### config.mk
export PLATFORM = sky130hd
export DESIGN_NAME = runway_scheduler
export DESIGN_NICKNAME = d
export VERILOG_FILES = /design/src/rtl/runway_scheduler.sv
export SDC_FILE = /design/constraint.sdc
export NUM_CORES = 1
export LEC_CHECK = 0
export ABC_AREA = 1
export CAP_MARGIN = 30
export CELL_PAD_IN_SITES_DETAIL_PLACEMENT = 0
export CELL_PAD_IN_SITES_GLOBAL_PLACEMENT = 1
export CORE_MARGIN = 2
export CORE_UTILIZATION = 44
export CTS_CLUSTER_SIZE = 20
export DETAILED_ROUTE_END_ITERATION = 16
export GPL_ROUTABILITY_DRIVEN = 0
export GPL_TIMING_DRIVEN = 0
export PLACE_DENSITY = 0.81
export SYNTH_ARGS = -nofsm -noshare
export SYNTH_HDL_FRONTEND = slang
export SYNTH_SLANG_ARGS = --single-unit
export TNS_END_PERCENT = 30
### constraint.sdc
create_clock -name CLK -period 2.82 [get_ports CLK]
set_clock_uncertainty 0.1 [all_clocks]
set_input_delay 0.564 -clock CLK [delete_from_list [all_inputs] [get_ports CLK]]
set_output_delay 0.564 -clock CLK [all_outputs]
set_load 0.05 [all_outputs]
### src/rtl/runway_scheduler.sv
// runway_scheduler: queues landing and takeoff requests in two FIFOs and
// grants the single runway to one aircraft at a time. Weather state gates
// which request types may be granted, stretches occupancy under CAUTION,
// and flushes departures under EMERGENCY.
module runway_scheduler #(
    parameter int QUEUE_DEPTH = 4,
    parameter int ID_W        = 4,
    parameter int OCC_CYCLES  = 5
) (
    input  logic                         CLK,
    input  logic                         RST_N,
    input  logic [1:0]                   ECSU_state,
    input  logic                         arr_req,
    input  logic [ID_W-1:0]              arr_id,
    input  logic                         dep_req,
    input  logic [ID_W-1:0]              dep_id,
    output logic [$clog2(QUEUE_DEPTH):0] arr_count,
    output logic [$clog2(QUEUE_DEPTH):0] dep_count,
    output logic                         arr_full,
    output logic                         dep_full,
    output logic                         arr_drop,
    output logic                         dep_drop,
    output logic                         grant_valid,
    output logic [ID_W-1:0]              grant_id,
    output logic                         grant_is_arrival,
    output logic                         runway_busy,
    output logic [1:0]                   sched_state
);

    localparam int PTR_W = $clog2(QUEUE_DEPTH);
    localparam int CNT_W = PTR_W + 1;
    localparam int OCC_W = $clog2(2 * OCC_CYCLES);
    localparam logic [OCC_W-1:0] OCC_LOAD     = OCC_W'(OCC_CYCLES - 1);
    localparam logic [OCC_W-1:0] CAUTION_LOAD = OCC_W'(2 * OCC_CYCLES - 1);

    localparam logic [1:0] WX_ALL_CLEAR  = 2'b00;
    localparam logic [1:0] WX_CAUTION    = 2'b01;
    localparam logic [1:0] WX_EMERGENCY  = 2'b11;

    typedef enum logic [1:0] {
        ST_IDLE    = 2'b00,
        ST_LANDING = 2'b01,
        ST_TAKEOFF = 2'b10
    } sched_state_t;

    // Index 0 is the arrival FIFO, index 1 the departure FIFO.
    logic [1:0]       push_req;
    logic [1:0]       pop;
    logic [1:0]       flush;
    logic [1:0]       fifo_full;
    logic [1:0]       fifo_empty;
    logic [1:0]       fifo_drop;
    logic [ID_W-1:0]  push_id    [2];
    logic [ID_W-1:0]  head_id    [2];
    logic [CNT_W-1:0] fifo_count [2];

    logic emergency;
    logic caution;
    logic dep_allowed;

    sched_state_t     state_reg, state_next;
    logic [OCC_W-1:0] occ_reg;
    logic [1:0]       land_streak_reg;
    logic             grant_arr, grant_dep;
    logic             grant_valid_reg;
    logic [ID_W-1:0]  grant_id_reg;
    logic             grant_is_arrival_reg;

    assign emergency   = (ECSU_state == WX_EMERGENCY);
    assign caution     = (ECSU_state == WX_CAUTION);
    assign dep_allowed = (ECSU_state == WX_ALL_CLEAR) || caution;

    assign push_req   = {dep_req, arr_req};
    assign push_id[0] = arr_id;
    assign push_id[1] = dep_id;
    assign flush      = {emergency, 1'b0};
    assign pop        = {grant_dep, grant_arr};

    genvar gi;
    generate
        for (gi = 0; gi < 2; gi++) begin : fifo_g
            logic [ID_W-1:0]  mem [QUEUE_DEPTH];
            logic [PTR_W-1:0] wr_ptr_reg;
            logic [PTR_W-1:0] rd_ptr_reg;
            logic [CNT_W-1:0] cnt_reg;
            logic             drop_reg;
            logic             full;
            logic             accept;

            assign full   = (cnt_reg == CNT_W'(QUEUE_DEPTH));
            // A pop in the same cycle frees the slot, so a full FIFO still accepts.
            assign accept = push_req[gi] && !flush[gi] && (!full || pop[gi]);

            // Storage array: written on accepted pushes only.
            always_ff @(posedge CLK) begin
                if (accept) begin
                    mem[wr_ptr_reg] <= push_id[gi];
                end
            end

            // Pointer, occupancy and drop-pulse bookkeeping.
            always_ff @(posedge CLK or negedge RST_N) begin
                if (!RST_N) begin
                    wr_ptr_reg <= '0;
                    rd_ptr_reg <= '0;
                    cnt_reg    <= '0;
                    drop_reg   <= 1'b0;
                end else if (flush[gi]) begin
                    wr_ptr_reg <= '0;
                    rd_ptr_reg <= '0;
                    cnt_reg    <= '0;
                    drop_reg   <= push_req[gi];
                end else begin
                    drop_reg <= push_req[gi] && !accept;
                    if (accept) begin
                        wr_ptr_reg <= wr_ptr_reg + 1'b1;
                    end
                    if (pop[gi]) begin
                        rd_ptr_reg <= rd_ptr_reg + 1'b1;
                    end
                    case ({accept, pop[gi]})
                        2'b10:   cnt_reg <= cnt_reg + 1'b1;
                        2'b01:   cnt_reg <= cnt_reg - 1'b1;
                        default: cnt_reg <= cnt_reg;
                    endcase
                end
            end

            assign head_id[gi]    = mem[rd_ptr_reg];
            assign fifo_count[gi] = cnt_reg;
            assign fifo_full[gi]  = full;
            assign fifo_empty[gi] = (cnt_reg == '0);
            assign fifo_drop[gi]  = drop_reg;
        end
    endgenerate

    // Runway state register and occupancy countdown.
    always_ff @(posedge CLK or negedge RST_N) begin
        if (!RST_N) begin
            state_reg <= ST_IDLE;
            occ_reg   <= '0;
        end else begin
            state_reg <= state_next;
            if (grant_arr || grant_dep) begin
                occ_reg <= caution ? CAUTION_LOAD : OCC_LOAD;
            end else if (state_reg != ST_IDLE && occ_reg != '0) begin
                occ_reg <= occ_reg - OCC_W'(1);
            end
        end
    end

    // Grant selection in IDLE (takeoff first once two landings have gone),
    // and return to IDLE when the countdown reaches zero.
    always_comb begin
        state_next = state_reg;
        grant_arr  = 1'b0;
        grant_dep  = 1'b0;
        case (state_reg)
            ST_IDLE: begin
                if (dep_allowed && !fifo_empty[1] && land_streak_reg >= 2'd2) begin
                    grant_dep = 1'b1;
                end else if (!fifo_empty[0]) begin
                    grant_arr = 1'b1;
                end else if (dep_allowed && !fifo_empty[1]) begin
                    grant_dep = 1'b1;
                end
                if (grant_arr) begin
                    state_next = ST_LANDING;
                end else if (grant_dep) begin
                    state_next = ST_TAKEOFF;
                end
            end
            ST_LANDING, ST_TAKEOFF: begin
                if (occ_reg == '0) begin
                    state_next = ST_IDLE;
                end
            end
            default: state_next = ST_IDLE;
        endcase
    end

    // Landing streak for fairness, and the registered grant outputs.
    always_ff @(posedge CLK or negedge RST_N) begin
        if (!RST_N) begin
            land_streak_reg      <= 2'd0;
            grant_valid_reg      <= 1'b0;
            grant_id_reg         <= '0;
            grant_is_arrival_reg <= 1'b0;
        end else begin
            if (emergency || grant_dep) begin
                land_streak_reg <= 2'd0;
            end else if (grant_arr && land_streak_reg != 2'd3) begin
                land_streak_reg <= land_streak_reg + 2'd1;
            end
            grant_valid_reg <= grant_arr || grant_dep;
            if (grant_arr) begin
                grant_id_reg         <= head_id[0];
                grant_is_arrival_reg <= 1'b1;
            end else if (grant_dep) begin
                grant_id_reg         <= head_id[1];
                grant_is_arrival_reg <= 1'b0;
            end
        end
    end

    assign arr_count        = fifo_count[0];
    assign dep_count        = fifo_count[1];
    assign arr_full         = fifo_full[0];
    assign dep_full         = fifo_full[1];
    assign arr_drop         = fifo_drop[0];
    assign dep_drop         = fifo_drop[1];
    assign grant_valid      = grant_valid_reg;
    assign grant_id         = grant_id_reg;
    assign grant_is_arrival = grant_is_arrival_reg;
    assign runway_busy      = (state_reg != ST_IDLE);
    assign sched_state      = state_reg;

endmodule

== After elaboration in Yosys (flattened, before gate mapping) ==
Memory sizes are Yosys's and may differ from the RTL's.
Index checks and enable logic that the tools add are counted.
Widths: inputs -> output; s select.
Storage, ports and cells
  word-level logic and storage cells: 110
  ROM bits: 0
  flip-flop bits (word level): 30
  bits in latches: 0
  RAM bits: 32
  memories: 2
  bits of input ports: 14
  output and inout bits: 19
Memory list
  fifo_g[0].mem: depth 4, bits a word 4, read ports 1, clocked after memory_dff 0, wr ports 1, RTL line 82  | logic [ID_W-1:0] mem [QUEUE_DEPTH];
  fifo_g[1].mem: depth 4, bits a word 4, read ports 1, clocked after memory_dff 0, wr ports 1, RTL line 82
Operators by class
  reduce and logical (&&, ||, !) cells: 36
  muxes and demuxes: 34
  shifts and indexed selects: 0
  divide/modulo/power cells: 0
  $lt $le $gt $ge: 1
  equal/unequal tests: 13
  multipliers: 0
  bitwise gates (word level): 0
  add/sub/neg operators: 10
Operator list (number)
  $mux 4: 5
  $mux 2: 9
  $mux 1: 16
  $reduce_bool 2->1: 7
  $pmux 3 s2: 2
  $add 2x1->2 const B: 5
  $logic_and 1x1->1: 9
  $eq 2x1->1 const B: 4
  $eq 2x2->1 const B: 4
  $add 3x1->3 const B: 2
  $eq 3x3->1 const B: 2
  $logic_not 1->1: 6
  $logic_not 3->1: 2
  $sub 3x1->3 const B: 2
  $logic_or 1x1->1: 5
  $logic_not 2->1: 2
  $logic_not 4->1: 1
  $ne 2x2->1 const B: 2
  $pmux 2 s2: 1
  $reduce_bool 4->1: 1
  $sub 4x1->4 const B: 1
  $mux 3: 1
  $ne 3x3->1 const B: 1
  $reduce_bool 3->1: 1
  other kinds (3): 3

== Depth between registers and ports, before layout ==
  depth in word-level cells: 13
  depth in mapped cells: 13
  gate-level depth less buffers: 13

== Least setup slack after synthesis ==
OpenSTA, ideal clock, no wires.
  path kind: register to register
  start point: reg state_reg[0] (netlist: sched_state[0])
  end point: reg fifo_g[1].cnt_reg[2] (netlist: dep_count[2])
  setup time: 0.118 ns
  data arrival time: 2.272 ns
  buffers on the path: 0
  period minus slack after synthesis: 2.490 ns
  setup slack: 0.330 ns
  data required time: 2.602 ns
  stages on the path, launching flop included: 14
  path through: dfrtp_1 -> inv_1 -> ha_1 -> inv_2 -> a21oi_4 -> nand3_1 -> inv_1 -> fa_1 -> xnor2_1 -> inv_1 -> nand2_1 -> nand2_1 -> nand3_1 -> nand2_1
Between the ends
  cells in the longest elaborated chain, start to end: 7
  elaborated cells between the ends (all ways): 9
  classes of those cells: eq/ne (2); mux (3); reduce/logical (4)
RTL lines
  from (decl): RTL line 61  | sched_state_t state_reg, state_next;
  from (signal assigned): RTL line 143  | state_reg <= state_next;
  $logic_not 2->1 *: RTL line 158  | case (state_reg)
  $mux 1 *: RTL line 158
  $logic_or 1x1->1: RTL line 92  | assign accept = push_req[gi] && !flush[gi] && (!full || pop[gi]);
  $logic_and 1x1->1: RTL line 92
  $eq 2x1->1 or $eq 2x2->1 (tied branches): RTL line 121  | case ({accept, pop[gi]})
  $pmux 3 s2: RTL line 121
  $mux 3: RTL line 108  | end else if (flush[gi]) begin
  to (signal assigned): RTL line 122  | 2'b10: cnt_reg <= cnt_reg + 1'b1;
  to (signal assigned): RTL line 123  | 2'b01: cnt_reg <= cnt_reg - 1'b1;
  to (signal assigned): RTL line 124  | default: cnt_reg <= cnt_reg;
  to (decl): RTL line 85  | logic [CNT_W-1:0] cnt_reg;
Mark *: on every way between the ends. The rest lies on a longest branch, timed or not.
A chain may end at the register's enable or synchronous reset.

== Worst setup path in the final report ==
  start point: reg state_reg[0] (netlist: sched_state[0])
  end point: out runway_busy
Between the ends
  cells in the longest elaborated chain, start to end: 1
RTL lines
  $reduce_bool 2->1: RTL line 215  | assign runway_busy = (state_reg != ST_IDLE);
  to (decl): RTL line 26  | output logic runway_busy,
Every way passes these cells.

==> metrics.cfg <==
[setup_path]
timing.rr.end = fifo_g[0].mem[3][0]
r2r-start = land_streak_reg[1]
crit_chain = inv_1 -> ha_1 -> inv_2 -> clkdlybuf4s50_1
required_ps = 2160
slowest_stage = clkdlybuf4s50_1
ff2ff_path_depth = 8
crit_path_start_kind = register
worstPathMaxFanout = 5
end_kind = output port
max_stage_delay_ps = 810
ff2ff_setup_slack_ps = 650
cp.arrival_ps = 1970
critPathKind = reg2out

[timing]
rsz0062_at_grt = no
period_minus_slack_ps = 2630
period_share_pct = 93.4
fin_tns_setup_ps = 0
setup_viol = 0
fmax_mhz = 380
drv_slew = 0
hold_viol_final = 0
whs_ps = 386
worst_slew_pin_slew_ps = 666
maxSlewHeadroom_pct = 55.5

[drt]
drt-initial-drc-count = 105
ant_nets = 0
avgRoutedWirePerCell_um = 12.6
first_pass_iters = 4
drc = 0
vias = 2048
viasPerCell = 4.81
routed_wl_um = 5350

[min_path]
whs_path_depth = 2
holdCritStartpoint = grant_is_arrival
holdPathEnd = grant_is_arrival
hp-class = reg2reg

[clock_tree]
post_cts_buffers = 0
worst_skew_pair.late_latency_ps = 340
root_buffer = clkbuf_8
htree_num_levels = 3
cts_resized = 0
clockBufferDepth = 2
cts_tree = built
numCtsBuffers = 9
cts_hold_buf = 0
cts.sinks = 62
cts.clk_slew.worst_paths_ps = 70

[global_routing]
grt_antenna_before_repair = 0
first_global_vias = 1982
grt_first_pass_wirelength_um = 8840
grt_usage_pct = 15.5
grt_max_degree = 21
overflow = 0

[cells_and_area]
antenna_cells = 0
fin_util_pct = 55.0
top_register = fifo_g.mem
post_route_cells_drive_above_1_share_pct = 13.6
largest_reg_flops = 32
final_common_cell = nand2_1
nets = 369
layout_common_cells = nand2_1, nor2_1, inv_1, edfxtp_1, clkdlybuf4s50_1
final_cells = 426
area_growth_pct = 22.3

[floorplan]
die_w_um = 86.6
die_h_um = 86.6
core_region_area_um2 = 6680
rows = 30
io_pins = 33
dieArea_um2 = 7500
start_util_pct = 44.9

[place]
io_buffer_count = 32
dp_cells = 410
dpl.hpwl_um = 4010

[logic_synthesis]
seq_area_frac_synth_pct = 57.0
yosys_warnings = 0
netlist_area_um2 = 3000
synth_nets = 325
avgSynthCellArea_um2 = 10.1
ys_seq_elements = 62
synth_cells = 297
synth_cell_types = 30

[run_status]
status = complete, no violations

[flow_run]
maxCapViolCount = 0

[power]
powerDensity_nw_per_um2 = 1260
p_total_w = 0.00463
power.leakage_nw = 1.62
vdd_drop_max_mv = 0.438

-- critical path: cells and delay by family (launching register included) --
family	cells	cell delay, ps
DFF	1	360
buffers and inverters	3	990
adders and majority gates	1	280
-- cell families after synthesis --
group	count (synthesis)	share of synthesized area (%)
compound gates	38	7.63
xor+xnor	7	2.04
fa+ha+maj	14	6.34
buf+inv	47	6.13
flops	62	57.0
simple gates	129	20.8
-- worst max path at each step --
stage | slack [ps] | from | to
after floorplan | 330 | sched_state[0] | dep_count[2]
after global placement | 120 | ECSU_state[1] | dep_count[2]
after detailed placement | 110 | ECSU_state[1] | dep_count[2]
after CTS | 160 | sched_state[0] | runway_busy
after global routing | 80 | dep_count[0] | dep_full
final | 190 | sched_state[0] | runway_busy
-- per-layer routing --
| metal | GRT usage (%) | vias up | share of wire [%] |
|---|---|---|---|
| li1 | - | 1067 | - |
| met1 | 19.2 | 947 | 47 |
| met2 | 24.8 | 26 | 48 |
| met3 | 5.62 | 8 | 3.7 |
| met4 | 5.82 | 0 | 1.4 |
| met5 | 0 | - | 0 |
-- cells in the mapped netlist --
cell | n | area (um2)
nor2_4 | 2 | 22.5
nand4_1 | 3 | 18.8
nand2_4 | 3 | 33.8
o22ai_1 | 5 | 31.3
fa_1 | 2 | 40.0
nand3_2 | 2 | 20.0
inv_1 | 34 | 128
inv_2 | 8 | 30.0
o21ai_2 | 1 | 8.76
edfxtp_1 | 32 | 961
nand3_1 | 18 | 90.1
a21oi_4 | 1 | 16.3
nand3_4 | 2 | 35.0
dfrtp_1 | 30 | 751
xnor2_1 | 2 | 17.5
nand2_2 | 7 | 43.8
o32ai_1 | 4 | 35.0
clkinv_1 | 1 | 3.75
nor2_1 | 34 | 128
xor2_1 | 5 | 43.8
a21boi_0 | 1 | 7.51
buf_2 | 2 | 10.0
o21ai_1 | 3 | 15.0
a21oi_1 | 5 | 25.0
ha_1 | 12 | 150
nand2_8 | 1 | 20.0
o21ai_0 | 18 | 90.1
nand2_1 | 57 | 214
inv_6 | 1 | 8.76
clkbuf_1 | 1 | 3.75
-- power breakdown --
| part | switching, W | internal [W] | leakage (nW) | total (W) |
|---|---|---|---|---|
| sequential | 0.000173 | 0.00125 | 0.663 | 0.00142 |
| combinational | 0.00156 | 0.000787 | 0.851 | 0.00234 |
| clock | 0.000360 | 0.000500 | 0.109 | 0.000860 |
| total | 0.00209 | 0.00254 | 1.62 | 0.00463 |
-- final cells by class --
cell class / instances / area [um2]
Buffer: 3 / 13.8
Clock buffer: 9 / 124
Clock inverter: 7 / 98.8
Fill cell: 618 / 3010
Inverter: 44 / 170
Multi-Input combinational cell: 188 / 1110
Sequential cell: 62 / 1710
Tap cell: 80 / 100
Timing Repair Buffer: 33 / 348
-- per-stage QoR --
step	worst slack, ps	instance area [um2]
finish	185	3670
global route	82.0	3670
CTS	159	3670
detailed placement	109	3450
global placement	116	3420
floorplan	330	3000
Note: power is estimated with default switching activity, not from simulation.
